### src/rtl/ctrl_sequencer_pkg.sv
// -----------------------------------------------------------------------------
// Definitions
//   Shared types for the 9-bit accumulator core control path.
//   - opcode_t : the 16 instruction opcodes (top OPC_W bits of an instruction)
//   - aluop_t  : operations understood by the ALU
//   - state_t  : control sequencer FSM states
// -----------------------------------------------------------------------------
package Definitions;

   typedef enum logic [3:0] {
      OP_LW   = 4'h0,
      OP_INC  = 4'h1,
      OP_LUV  = 4'h2,
      OP_AND  = 4'h3,
      OP_CPY  = 4'h4,
      OP_SB   = 4'h5,
      OP_GB   = 4'h6,
      OP_FLIP = 4'h7,
      OP_XOR  = 4'h8,
      OP_LOOP = 4'h9,
      OP_SHR  = 4'hA,
      OP_GOTO = 4'hB,
      OP_BEQ  = 4'hC,
      OP_RB   = 4'hD,
      OP_SW   = 4'hE,
      OP_HALT = 4'hF
   } opcode_t;

   typedef enum logic [3:0] {
      ALU_NOP  = 4'd0,
      ALU_ADD  = 4'd1,
      ALU_AND  = 4'd2,
      ALU_CPY  = 4'd3,
      ALU_SETB = 4'd4,
      ALU_GETB = 4'd5,
      ALU_FLIP = 4'd6,
      ALU_XOR  = 4'd7,
      ALU_BXOR = 4'd8,
      ALU_SHR  = 4'd9
   } aluop_t;

   typedef enum logic [2:0] {
      ST_IDLE     = 3'd0,
      ST_EXEC     = 3'd1,
      ST_MEM_WAIT = 3'd2,
      ST_FLUSH    = 3'd3,
      ST_DONE     = 3'd4
   } state_t;

endpackage

### src/rtl/ctrl_sequencer_decode.sv
// -----------------------------------------------------------------------------
// ctrl_decode
//   Purely combinational opcode decoder. Produces the raw strobes and ALU
//   operation for one instruction; the sequencer decides when they are
//   allowed to reach the datapath.
// Ports:
//   opcode       in   instruction opcode
//   zero         in   ALU zero flag, qualifies LOOP/BEQ
//   reg_wr       out  register file write
//   bit_wr       out  bit-register write
//   ctr_wr       out  counter-unit write
//   mem_wr       out  data memory write
//   goto_en      out  unconditional redirect
//   branch_taken out  conditional redirect taken
//   alu_op       out  ALU operation
//   is_load      out  opcode is LW (needs sequencing)
//   is_halt      out  opcode is HALT
// -----------------------------------------------------------------------------
module ctrl_decode
   import Definitions::*;
(
   input  opcode_t opcode,
   input  logic    zero,
   output logic    reg_wr,
   output logic    bit_wr,
   output logic    ctr_wr,
   output logic    mem_wr,
   output logic    goto_en,
   output logic    branch_taken,
   output aluop_t  alu_op,
   output logic    is_load,
   output logic    is_halt
);

   // Opcode to strobe / ALU operation table.
   always_comb begin
      reg_wr       = 1'b0;
      bit_wr       = 1'b0;
      ctr_wr       = 1'b0;
      mem_wr       = 1'b0;
      goto_en      = 1'b0;
      branch_taken = 1'b0;
      alu_op       = ALU_NOP;
      is_load      = 1'b0;
      is_halt      = 1'b0;
      case (opcode)
         OP_LW:   is_load = 1'b1;
         OP_INC:  begin ctr_wr = 1'b1; alu_op = ALU_ADD;  end
         OP_LUV:  begin reg_wr = 1'b1; alu_op = ALU_CPY;  end
         OP_AND:  begin reg_wr = 1'b1; alu_op = ALU_AND;  end
         OP_CPY:  begin reg_wr = 1'b1; alu_op = ALU_CPY;  end
         OP_SB:   begin reg_wr = 1'b1; alu_op = ALU_SETB; end
         OP_GB:   begin bit_wr = 1'b1; alu_op = ALU_GETB; end
         OP_FLIP: begin reg_wr = 1'b1; alu_op = ALU_FLIP; end
         OP_XOR:  begin bit_wr = 1'b1; alu_op = ALU_XOR;  end
         OP_LOOP: begin branch_taken = zero; alu_op = ALU_BXOR; end
         OP_SHR:  begin reg_wr = 1'b1; alu_op = ALU_SHR;  end
         OP_GOTO: goto_en = 1'b1;
         OP_BEQ:  begin branch_taken = zero; alu_op = ALU_BXOR; end
         OP_RB:   bit_wr = 1'b1;
         OP_SW:   mem_wr = 1'b1;
         OP_HALT: is_halt = 1'b1;
         default: alu_op = ALU_NOP;
      endcase
   end

endmodule

### src/rtl/ctrl_sequencer.sv
// -----------------------------------------------------------------------------
// ctrl_sequencer
//   Multi-cycle control sequencer for the 9-bit accumulator core. Decodes the
//   registered ROM instruction, stretches loads over MEM_LAT wait cycles,
//   inserts FLUSH_CYCLES bubbles after redirects and signals completion.
//   Strobes are combinational from (state, Instruction) so they line up with
//   the datapath cycle in which the instruction is presented.
// Ports:
//   Clk, Reset              clock, synchronous active-high reset
//   Start                   begin program (honoured in IDLE and DONE only)
//   Instruction, Zero       current instruction and ALU zero flag
//   PcAdvance               PC increments or redirects this cycle
//   BranchTaken, GotoEn     conditional / unconditional redirect
//   RegWrEn, MemWrEn        register file / data memory write
//   BitWriteEn              bit-register write
//   CtrUnitWriteEn          counter-unit write
//   ALUOp, CtrOffset        ALU operation, counter offset for LW/SW
//   Busy, Ack               executing / program done
//   InstrCount              saturating retired-instruction count
// -----------------------------------------------------------------------------
module ctrl_sequencer
   import Definitions::*;
#(
   parameter int INSTR_W      = 9,
   parameter int OPC_W        = 4,
   parameter int MEM_LAT      = 2,
   parameter int FLUSH_CYCLES = 1,
   parameter int CNT_W        = 16
)(
   input  logic               Clk,
   input  logic               Reset,
   input  logic               Start,
   input  logic [INSTR_W-1:0] Instruction,
   input  logic               Zero,
   output logic               PcAdvance,
   output logic               BranchTaken,
   output logic               GotoEn,
   output logic               RegWrEn,
   output logic               MemWrEn,
   output logic               BitWriteEn,
   output logic               CtrUnitWriteEn,
   output aluop_t             ALUOp,
   output logic [1:0]         CtrOffset,
   output logic               Busy,
   output logic               Ack,
   output logic [CNT_W-1:0]   InstrCount
);

   localparam bit LOAD_WAITS = (MEM_LAT > 0);
   localparam bit HAS_FLUSH  = (FLUSH_CYCLES > 0);
   localparam int WAIT_W     = (MEM_LAT > 1) ? $clog2(MEM_LAT + 1) : 1;
   localparam int FLUSH_W    = (FLUSH_CYCLES > 1) ? $clog2(FLUSH_CYCLES + 1) : 1;

   state_t              state_r;
   logic [WAIT_W-1:0]   wait_r;
   logic [FLUSH_W-1:0]  flush_r;
   logic [1:0]          lw_offset_r;
   aluop_t              lw_alu_r;
   logic [CNT_W-1:0]    count_r;

   opcode_t opcode_s;
   logic    dec_reg_wr_s, dec_bit_wr_s, dec_ctr_wr_s, dec_mem_wr_s;
   logic    dec_goto_s, dec_taken_s, dec_load_s, dec_halt_s;
   aluop_t  dec_alu_s;
   logic    unused_bits_s;

   assign opcode_s      = opcode_t'(Instruction[INSTR_W-1 -: OPC_W]);
   assign unused_bits_s = ^{Instruction[INSTR_W-OPC_W-1:3], Instruction[0]};

   ctrl_decode u_decode (
      .opcode       (opcode_s),
      .zero         (Zero),
      .reg_wr       (dec_reg_wr_s),
      .bit_wr       (dec_bit_wr_s),
      .ctr_wr       (dec_ctr_wr_s),
      .mem_wr       (dec_mem_wr_s),
      .goto_en      (dec_goto_s),
      .branch_taken (dec_taken_s),
      .alu_op       (dec_alu_s),
      .is_load      (dec_load_s),
      .is_halt      (dec_halt_s)
   );

   function automatic logic [CNT_W-1:0] sat_inc(input logic [CNT_W-1:0] v);
      if (v == {CNT_W{1'b1}}) begin
         return v;
      end else begin
         return v + {{(CNT_W-1){1'b0}}, 1'b1};
      end
   endfunction

   // Output decode: gate the raw strobes by state; Reset blanks everything.
   always_comb begin
      PcAdvance      = 1'b0;
      BranchTaken    = 1'b0;
      GotoEn         = 1'b0;
      RegWrEn        = 1'b0;
      MemWrEn        = 1'b0;
      BitWriteEn     = 1'b0;
      CtrUnitWriteEn = 1'b0;
      ALUOp          = ALU_NOP;
      CtrOffset      = 2'b00;
      Busy           = 1'b0;
      Ack            = 1'b0;
      InstrCount     = {CNT_W{1'b0}};
      if (Reset) begin
         Busy = 1'b0;
      end else begin
         InstrCount = count_r;
         case (state_r)
            ST_EXEC: begin
               Busy           = 1'b1;
               ALUOp          = dec_alu_s;
               BranchTaken    = dec_taken_s;
               GotoEn         = dec_goto_s;
               MemWrEn        = dec_mem_wr_s;
               BitWriteEn     = dec_bit_wr_s;
               CtrUnitWriteEn = dec_ctr_wr_s;
               // A zero-latency load completes in its decode cycle.
               RegWrEn        = dec_reg_wr_s | (dec_load_s & ~LOAD_WAITS);
               PcAdvance      = ~dec_halt_s & ~(dec_load_s & LOAD_WAITS);
               if (dec_load_s || dec_mem_wr_s) begin
                  CtrOffset = Instruction[2:1];
               end else begin
                  CtrOffset = 2'b00;
               end
            end
            ST_MEM_WAIT: begin
               Busy      = 1'b1;
               ALUOp     = lw_alu_r;
               CtrOffset = lw_offset_r;
               RegWrEn   = (wait_r == {{(WAIT_W-1){1'b0}}, 1'b1});
               PcAdvance = (wait_r == {{(WAIT_W-1){1'b0}}, 1'b1});
            end
            ST_FLUSH: Busy = 1'b1;
            ST_DONE:  Ack  = 1'b1;
            ST_IDLE:  Busy = 1'b0;
            default:  Busy = 1'b0;
         endcase
      end
   end

   // Sequencer FSM with wait/flush counters, load latch and retire counter.
   always_ff @(posedge Clk) begin
      if (Reset) begin
         state_r     <= ST_IDLE;
         wait_r      <= {WAIT_W{1'b0}};
         flush_r     <= {FLUSH_W{1'b0}};
         lw_offset_r <= 2'b00;
         lw_alu_r    <= ALU_NOP;
         count_r     <= {CNT_W{1'b0}};
      end else begin
         case (state_r)
            ST_IDLE: begin
               if (Start) begin
                  state_r <= ST_EXEC;
               end
            end
            ST_EXEC: begin
               if (dec_halt_s) begin
                  state_r <= ST_DONE;
               end else if (dec_load_s && LOAD_WAITS) begin
                  state_r     <= ST_MEM_WAIT;
                  wait_r      <= WAIT_W'(MEM_LAT);
                  lw_offset_r <= Instruction[2:1];
                  lw_alu_r    <= dec_alu_s;
               end else begin
                  count_r <= sat_inc(count_r);
                  if ((dec_goto_s || dec_taken_s) && HAS_FLUSH) begin
                     state_r <= ST_FLUSH;
                     flush_r <= FLUSH_W'(FLUSH_CYCLES);
                  end
               end
            end
            ST_MEM_WAIT: begin
               if (wait_r == {{(WAIT_W-1){1'b0}}, 1'b1}) begin
                  state_r <= ST_EXEC;
                  count_r <= sat_inc(count_r);
               end
               wait_r <= wait_r - {{(WAIT_W-1){1'b0}}, 1'b1};
            end
            ST_FLUSH: begin
               if (flush_r == {{(FLUSH_W-1){1'b0}}, 1'b1}) begin
                  state_r <= ST_EXEC;
               end
               flush_r <= flush_r - {{(FLUSH_W-1){1'b0}}, 1'b1};
            end
            ST_DONE: begin
               // Restart clears the count for the new run.
               if (Start) begin
                  state_r <= ST_EXEC;
                  count_r <= {CNT_W{1'b0}};
               end
            end
            default: state_r <= ST_IDLE;
         endcase
      end
   end

endmodule

### config.mk
export PLATFORM = sky130hd
export DESIGN_NAME = ctrl_sequencer
export DESIGN_NICKNAME = d
export VERILOG_FILES = /design/src/rtl/ctrl_sequencer_pkg.sv /design/src/rtl/ctrl_sequencer_decode.sv /design/src/rtl/ctrl_sequencer.sv
export SDC_FILE = /design/constraint.sdc
export NUM_CORES = 1
export LEC_CHECK = 0
export ABC_AREA = 1
export BUFFER_PORTS_ARGS = -buffer_cell sky130_fd_sc_hd__buf_2
export CORE_ASPECT_RATIO = 0.5
export CORE_MARGIN = 5
export CORE_UTILIZATION = 50
export CTS_BUF_LIST = sky130_fd_sc_hd__clkbuf_16
export CTS_CLUSTER_SIZE = 12
export DETAILED_ROUTE_END_ITERATION = 10
export HOLD_SLACK_MARGIN = 0.1
export PLACE_DENSITY = 0.74
export SLEW_MARGIN = 0
export SYNTH_ARGS = -nofsm -noshare
export SYNTH_HDL_FRONTEND = slang
export SYNTH_SLANG_ARGS = --single-unit
### constraint.sdc
create_clock -name Clk -period 3.46 [get_ports Clk]
set_input_delay 0.346 -clock Clk [delete_from_list [all_inputs] [get_ports Clk]]
set_output_delay 0.346 -clock Clk [all_outputs]
set_load 0.005 [all_outputs]
==> results.txt <==
Die X - 101.3 um
Site Rows - 16
largest net degree at the start of global routing - 32
Final Util - 60.39%
Fmax - 461.7 MHz
Clock transition at path regs - 0.07 ns
CTS buffer count - 3
CP Class - reg2out
Synth top area share - 26.91%
M1 GR Usage - 26.66%
Hold Crit Start - Instruction[1]
Nets - 428
Critical R2R Launch - state_r[0]
Synth Instances - 376
Post-DRT Antenna Nets - 0
wire length per cell - 11.30 um
CTS tree - built
Final Hold Fails - 0
DRC viols - 0
Starting Density - 52.56%
Setup TNS - 0 ns
total gr overflow - 0
post_cts resized - 0
R2R Setup Slk - 1.51 ns
fin crit share - 62.60%
total number of vias - 2354
top cells by count, synth - nand2_1 (106), nor2_1 (73), inv_1 (56), dfxtp_1 (28), nand3_1 (27)
endpoints failing setup - 0
drt pass-1 iters - 5
Layout Cells excl Fill - 466
Synth cell types - 24
pwr dens - 545.6 nW/um^2
reg2reg end - count_r[1]
cell breakdown of the critical path - nand2_1, nor2_4, nand2_1, o32ai_1, buf_2
Detailed Route Iter0 Violations - 107
CP most frequent cell - nand2_1
Synth Warn # - 0
first-pass GRT wire length - 9142 um
Routed Wire Length - 5267 um
Clock Skew - 0.005561 ns
Max stage delay on crit path - 0.44 ns
register bit total from synthesis - 28
critical path arrival - 1.82 ns
clock latency on the worst-skew pair - 0.26 ns
core area - 3964 um^2
fill count - 419
All-Layer GR Usage - 18.85%
number of global-route vias before repair - 2119
port bufs - 40
Area growth syn-to-layout - 14.90%
GRT met3 Usage - 3.755%
Ports - 44
largest cells by area after synthesis - dfxtp_1 (27%), nand2_1 (19%), nor2_1 (13%)
Critical Path End Type - output pin
Max clock buf depth - 2
hold bufs inserted after CTS - 0
status - complete, no violations
HPWL Detailed - 3955 um
Slew Limit Fails - 0
leakage power - 0.001228 uW
n_diodes - 0
CP startpoint kind - register
root buffer selected by CTS - clkbuf_16
MaxCap Viol Count - 0
Yosys top cell by area - dfxtp_1
total die area - 5636 um^2
critical path peak fanout - 10
H-tree Lvls - 1
Slowest cell on crit path - dfxtp_1
GRT Max-Usage Layer - met2
Reg2Reg Depth - 10
sequential share of the synthesized area - 26.91%
dpl cells - 462
Hold Path Depth - 3
Sink Count - 28
peak supply drop - 0.0002997 V
Top FF cell, synth - dfxtp_1
Post-synth EDFFs - 0
RSZ-0062 raised after global routing - no
post-CTS setup buffer count - 0
Synth Area per Inst - 5.541 um^2
Die Y - 55.65 um
pin slew with the least headroom to its limit - 0.5749 ns
Worst Path Required - 3.11 ns
Routability Congestion - 0.8851
hold path endpoint - lw_offset_r[0]
ys async rst share - 0%
initial antenna violation count - 0
Vias/cell - 5.052
met2 Use GR - 30.39%
syn_nets - 391
post-layout min period - 2.166 ns
Hold/Removal Path Class - in2reg
layout cell share with drive strength beyond 1 - 14.08%
Rel. slew slack - 61.67%
Synth Cell Area - 2083 um^2
top-count cell post-synth - nand2_1
## routing by layer
layer / up-vias / share of wire (%)
met5: - / 0
met4: 0 / 0
met3: 0 / 5.9
met2: 56 / 45
met1: 1041 / 49
li1: 1257 / -
## layout make-up
| cell class | count | area (um^2) | area share [%] |
|---|---|---|---|
| inverters | 61 | 229.0 | 9.566 |
| multi-input cells | 278 | 1250 | 52.22 |
| clock inverters | 1 | 3.754 | 0.1568 |
| flip-flops and latches | 28 | 560.5 | 23.42 |
| repair buffers | 41 | 207.7 | 8.677 |
| well taps | 54 | 67.56 | 2.823 |
| clock buffers | 3 | 75.07 | 3.136 |
## where the power goes
part | internal (uW) | switching, uW
logic | 192 | 410
registers | 379 | 59.6
clock network | 155 | 110
## registers in the layout, summed over array words and instances, names as in the netlist
name	count
count_r	16
flush_r	1
lw_alu_r	4
lw_offset_r	2
state_r	3
wait_r	2
## cell families after synthesis
family,Yosys count,share of synthesized area (%)
compound gates,38,9.730
simple gates,237,48.65
flops,28,26.91
xor+xnor,1,0.4205
buf+inv,70,13.09
fa+ha+maj,2,1.201
## metrics by stage
stage / worst slack (ns) / hold WS [ns] / instance area [um^2] / power [uW]
floorplan: 1.893 / 0.4185 / 2083 / 914.9
global placement: 1.458 / 0.4306 / 2315 / 1028
detailed placement: 1.434 / 0.4364 / 2315 / 1044
CTS: 1.296 / 0.3414 / 2394 / 1317
global route: 1.105 / 0.3543 / 2394 / 1431
finish: 1.294 / 0.3416 / 2394 / 1306
## worst max-delay path: cells and delay by family, from the launching register on
kind / cells / cell delay, ns
compound gates: 1 / 0.33
flops: 1 / 0.44
buf+inv: 1 / 0.16
simple gates: 3 / 0.63
## worst max-delay path by stage
stage,start,endpoint,cells past startpoint
after CTS,state_r[0],RegWrEn,5
final,state_r[0],RegWrEn,5
after global placement,Reset,PcAdvance,6
after floorplan,state_r[2],RegWrEn,5
after global routing,state_r[2],RegWrEn,6
after detailed placement,Reset,PcAdvance,6
## cells in the final DEF, fill, tap and decap left out, drive strengths merged
cell | netlist | final
nor3 | 8 | 8
o21ai | 18 | 18
clkbuf | 5 | 3
buf | 4 | 41
o22ai | 4 | 4
clkinv | 0 | 1
nand2 | 107 | 107
o2111ai | 1 | 1
o32ai | 1 | 1
nor2 | 79 | 79
xnor2 | 1 | 1
ha | 2 | 2
nand4 | 14 | 14
a21oi | 14 | 14
inv | 61 | 61
nand3 | 29 | 29
dfxtp | 28 | 28
Power figures use the tool's default switching activity.
